### config.mk
export PLATFORM = sky130hd
export DESIGN_NAME = hazard_stall_unit
export DESIGN_NICKNAME = d
export VERILOG_FILES = /design/src/rtl/hazard_stall_unit.sv
export SDC_FILE = /design/constraint.sdc
export NUM_CORES = 1
export LEC_CHECK = 0
export ABC_CLOCK_PERIOD_IN_PS = 4950
export CORE_ASPECT_RATIO = 1.5
export CORE_MARGIN = 5
export CORE_UTILIZATION = 30
export DETAILED_ROUTE_END_ITERATION = 16
export DONT_BUFFER_PORTS = 1
export GPL_TIMING_DRIVEN = 0
export PLACE_DENSITY = 0.45
export SLEW_MARGIN = 20
export SYNTH_ARGS = -nofsm -noshare
export SYNTH_HDL_FRONTEND = slang
export SYNTH_SLANG_ARGS = --single-unit
### constraint.sdc
create_clock -name clk -period 4.95 [get_ports clk]
set_clock_uncertainty 0.2 [all_clocks]
set_input_delay 0 -clock clk [delete_from_list [all_inputs] [get_ports clk]]
set_output_delay 0 -clock clk [all_outputs]
set_load 0.005 [all_outputs]
### src/rtl/hazard_stall_unit.sv
// hazard_stall_unit: load-use / ID-resolved control hazard detection with stall, bubble, flush and stall accounting.
module hazard_stall_unit #(
    parameter int MAX_STALL = 4,
    parameter int CNT_W     = 16
) (
    input  logic             clk,
    input  logic             rst,
    input  logic             id_valid,
    input  logic [4:0]       id_rs1,
    input  logic [4:0]       id_rs2,
    input  logic [4:0]       id_rsc,
    input  logic             id_use1,
    input  logic             id_use2,
    input  logic             id_usec,
    input  logic             id_regwr,
    input  logic             id_regwrc,
    input  logic [4:0]       id_regdest,
    input  logic [4:0]       id_regdestc,
    input  logic             id_memrd,
    input  logic             id_branch,
    input  logic             id_jump,
    input  logic             id_taken,
    input  logic             mem_wait,
    output logic             stall,
    output logic             bubble,
    output logic             flush,
    output logic [CNT_W-1:0] stall_cnt,
    output logic             hazard_err
);
    localparam int RW = $clog2(MAX_STALL + 1);
    typedef struct packed {
        logic       wr;
        logic [4:0] dest;
        logic       wrc;
        logic [4:0] destc;
        logic       ld;
    } ent_t;
    typedef enum logic [1:0] {RUN, STALL, WAIT} state_t;

    ent_t [2:0]       sh_q, sh_d;
    ent_t             ex, mem, ex_new;
    state_t           state_q, state_d;
    logic [RW-1:0]    run_q, run_d;
    logic [CNT_W-1:0] cnt_q, cnt_d;
    logic             flush_q, flush_d, err_q, err_d;
    logic             vld, lu, ctl, haz, issue;

    function automatic logic hit(ent_t e, logic [4:0] r);
        return (r != 5'd0) && ((e.wr && e.dest == r) || (e.wrc && e.destc == r));
    endfunction

    // sh_q[0] is EX, [1] is MEM, [2] is WB
    assign ex  = sh_q[0];
    assign mem = sh_q[1];

    always_comb begin
        vld     = id_valid & ~flush_q;
        lu      = vld & ex.ld & ex.wr & (ex.dest != 5'd0) &
                  ((id_use1 & id_rs1 == ex.dest) | (id_use2 & id_rs2 == ex.dest) | (id_usec & id_rsc == ex.dest));
        ctl     = vld & ((id_jump & hit(ex, id_rs1)) | (id_branch & hit(ex, id_rsc)) |
                  (id_jump & mem.ld & mem.dest == id_rs1 & id_rs1 != 5'd0) |
                  (id_branch & mem.ld & mem.dest == id_rsc & id_rsc != 5'd0));
        haz     = lu | ctl;
        issue   = vld & ~haz;
        stall   = haz | mem_wait;
        bubble  = haz & ~mem_wait;
        ex_new  = issue ? {id_regwr, id_regdest, id_regwrc, id_regdestc, id_memrd & id_regwr} : '0;
        sh_d    = mem_wait ? sh_q : {sh_q[1:0], ex_new};
        flush_d = issue & id_taken & ~mem_wait;
        state_d = mem_wait ? WAIT : haz ? STALL : RUN;
        run_d   = state_d == RUN ? '0 : state_q == RUN ? RW'(1) :
                  run_q == RW'(MAX_STALL) ? run_q : run_q + RW'(1);
        err_d   = err_q | (state_d != RUN && run_d == RW'(MAX_STALL));
        cnt_d   = (stall && !(&cnt_q)) ? cnt_q + CNT_W'(1) : cnt_q;
    end

    always_ff @(posedge clk or posedge rst) begin
        if (rst) begin
            sh_q    <= '0;
            state_q <= RUN;
            run_q   <= '0;
            cnt_q   <= '0;
            flush_q <= 1'b0;
            err_q   <= 1'b0;
        end else begin
            sh_q    <= sh_d;
            state_q <= state_d;
            run_q   <= run_d;
            cnt_q   <= cnt_d;
            flush_q <= flush_d;
            err_q   <= err_d;
        end
    end

    assign flush      = flush_q;
    assign stall_cnt  = cnt_q;
    assign hazard_err = err_q;
endmodule

==> results.json <==
{
  "dp_cells": 313,
  "fin_util_pct": 36.6,
  "yosysSeqAreaShare_pct": 46.0,
  "synth_top_area_share_pct": 46.0,
  "dp_slack_ns": 2.28,
  "power.density_nw_per_um2": 341,
  "wl_per_cell_um": 16.9,
  "synth_cell_types": 42,
  "cts_tree": "yes",
  "synth_area_leader_cell": "dfrtp_1",
  "clockPowerShare_pct": 32.6,
  "setup_tns_ns": 0,
  "finalSetupViolCount": 0,
  "final_common_cell": "dfrtp_1",
  "top_level_ports": 58,
  "ys.flop_type": "dfrtp_1",
  "critPathMostFrequentCell": "buf_2",
  "fmax_mhz": 345,
  "io_buffer_count": 0,
  "r2r_start": "ex[10]",
  "drtIter0Drc": 32,
  "outcome": "finished, final reports clean",
  "crit_type": "reg2reg",
  "antenna_left": 0,
  "final_cell_area_um2": 2750,
  "maxSlewHeadroom_pct": 37.1,
  "synth_edf_count": 0,
  "grt.total_usage_pct": 13.1,
  "cts.path.max_buffers": 2,
  "dpl-instance-area_um2": 2430,
  "worstMarginPinSlew_ns": 0.936,
  "post-cts-setup-buffer-count": 0,
  "rrSetupSlack_ns": 2.05,
  "grt_start_max_net_pins": 31,
  "ctsHtreeMaxLevel": 2,
  "antenna_found_initial": 0,
  "timing.final.ws_setup_ns": 2.05,
  "reg2regPathDepth": 9,
  "final_cells": 338,
  "wl_um": 5730,
  "dieArea_um2": 9510,
  "cts_buffers": 5,
  "pwr-share-seq_pct": 49.3,
  "swShare_pct": 28.4,
  "power.switching_uw": 266,
  "vias": 1648,
  "core-area_um2": 7510,
  "nFillCells": 777,
  "grt_setup_unrepaired": "no",
  "end_kind": "register",
  "path_depth": 9,
  "fin_crit_ns": 2.90,
  "p_total_uw": 938,
  "regArea_um2": 1050,
  "initial_core_util_pct": 30.4,
  "async_reset_ff_share_pct": 100,
  "critPathArrivalTime_ns": 2.91,
  "whs_ns": 0.0119,
  "crit_required_ns": 4.96,
  "clk_pin_slew_worst_paths_ns": 0.06,
  "finalMaxSlewViolations": 0,
  "grt_pass1_vias": 1775,
  "hp-class": "in2async",
  "drive_gt1_share_pct": 11.9,
  "clock-sinks": 42,
  "cpLargestDelayFamily": "buffers and inverters",
  "first_pass_iters": 4,
  "dieHeight_um": 117,
  "fp-row-count": 39,
  "synth_nets": 251,
  "final-hold-violation-count": 0,
  "clock-root-buffer": "clkbuf_16",
  "critPathBufInv": 3,
  "slowest_stage": "dlygate4sd3_1",
  "cpPeakStageDelay_ns": 0.54,
  "synthesis.instances": 210,
  "synth_area_leaders": "dfrtp_1 46%, xor2_1 13%, xnor2_1 6.5%, a22o_1 4.6%, mux2_2 3.4%",
  "syn2layout_area_growth_pct": 20.2,
  "synth_area_um2": 2290,
  "path_cells": "buf_2, xor2_1, nor3_1, and4_1, a311o_1, a2111oi_4, buf_2, and3_1, dlygate4sd3_1",
  "cap_violations": 0,
  "grt_pass1_wl_um": 9400,
  "multiInputGateArea_um2": 1160,
  "die_w_um": 81.3,
  "path_max_fanout": 10,
  "avgSynthCellArea_um2": 10.9,
  "diodes": 0,
  "yosysWarnings": 0,
  "pwr-share-comb_pct": 18.1,
  "drc": 0,
  "layout_common_cells": "42 x dfrtp_1, 33 x xor2_1, 18 x dlygate4sd3_1",
  "startpoint_type": "register",
  "min_period_over_period_pct": 58.5,
  "rr_endpoint": "flush",
  "clock_latency_ns": 0.28,
  "hpwl_um": 4430,
  "internal_power_uw": 672,
  "ir_worst_vdd_mv": 0.137,
  "ys_ff_latch": 42,
  "power.leakage_nw": 1.21,
  "vias_per_cell": 4.88,
  "nets": 277,
  "gp_congestion": 0.739,
  "globalRoute.totalOverflow": 0
}
metal layers:
metal,routed length (um),share of wire (%),track usage (%),vias up
met3,429,7.5,4.75,4
met4,53,0.93,4.06,0
met1,2160,38,13.6,803
met2,3080,54,24.0,50
met5,0,0,0,-
li1,-,-,-,791
area by class of cell:
type	instances	area share (%)
multi-input combinational	153	42.2
sequential	42	38.2
timing repair buffer	19	7.28
tap	102	4.64
clock buffer	5	4.55
buffer	10	2.05
inverter	5	0.682
clock inverter	2	0.364
power groups by stage:
stage	logic, mW	registers, mW	clock network [mW]
after detailed placement	0.161	0.472	0
after global routing	0.192	0.472	0.330
after floorplan	0.134	0.452	0
after CTS	0.174	0.466	0.321
after global placement	0.156	0.471	0
final	0.170	0.463	0.306
synth_stat cells (3+ instances only):
| cell | count |
|---|---|
| mux2_2 | 7 |
| nor4_1 | 6 |
| inv_1 | 5 |
| xor2_1 | 33 |
| ha_1 | 3 |
| nand4_1 | 5 |
| and3_1 | 4 |
| xnor2_1 | 17 |
| nand3_1 | 12 |
| nand2_1 | 5 |
| nor2_1 | 11 |
| buf_2 | 6 |
| a22o_1 | 12 |
| dfrtp_1 | 42 |
| a21oi_1 | 3 |
| nor3_1 | 8 |
worst register-to-register path, delay by kind of cell (launching register included):
family / cells / cell delay (ns)
buf+inv: 3 / 1.00
compound gates: 2 / 0.70
simple gates: 3 / 0.44
flops: 1 / 0.35
xor+xnor: 1 / 0.16
timing repair:
| item | CTS | global route |
|---|---|---|
| gates resized for setup | 0 | 0 |
| hold endpoints to repair | 60 | 0 |
| endpoints found under the setup margin | 0 | 0 |
| hold buffers | 18 | 0 |
worst max path at each step:
stage	end	slack [ns]	from
after floorplan	stall_cnt[1]	2.59	ex[10]
after global placement	ex[5]	2.32	ex[11]
after detailed placement	ex[5]	2.28	ex[11]
after CTS	flush	1.99	ex[11]
after global routing	flush	1.81	ex[11]
final	flush	2.05	ex[10]
registers in the layout, summed over array words and instances, names as in the netlist:
signal and flops:
stall_cnt 16, state_q 2, flush 1, ex 13
run_q 3, hazard_err 1, mem 6
logic make-up after synthesis:
logic type,Yosys count,share of synthesized area (%)
compound gates,26,9.90
xor+xnor,50,19.1
fa+ha+maj,3,1.64
buf+inv,15,3.28
flops,42,46.0
mux,8,4.10
simple gates,66,16.0
Note: power is estimated with default switching activity, not from simulation.
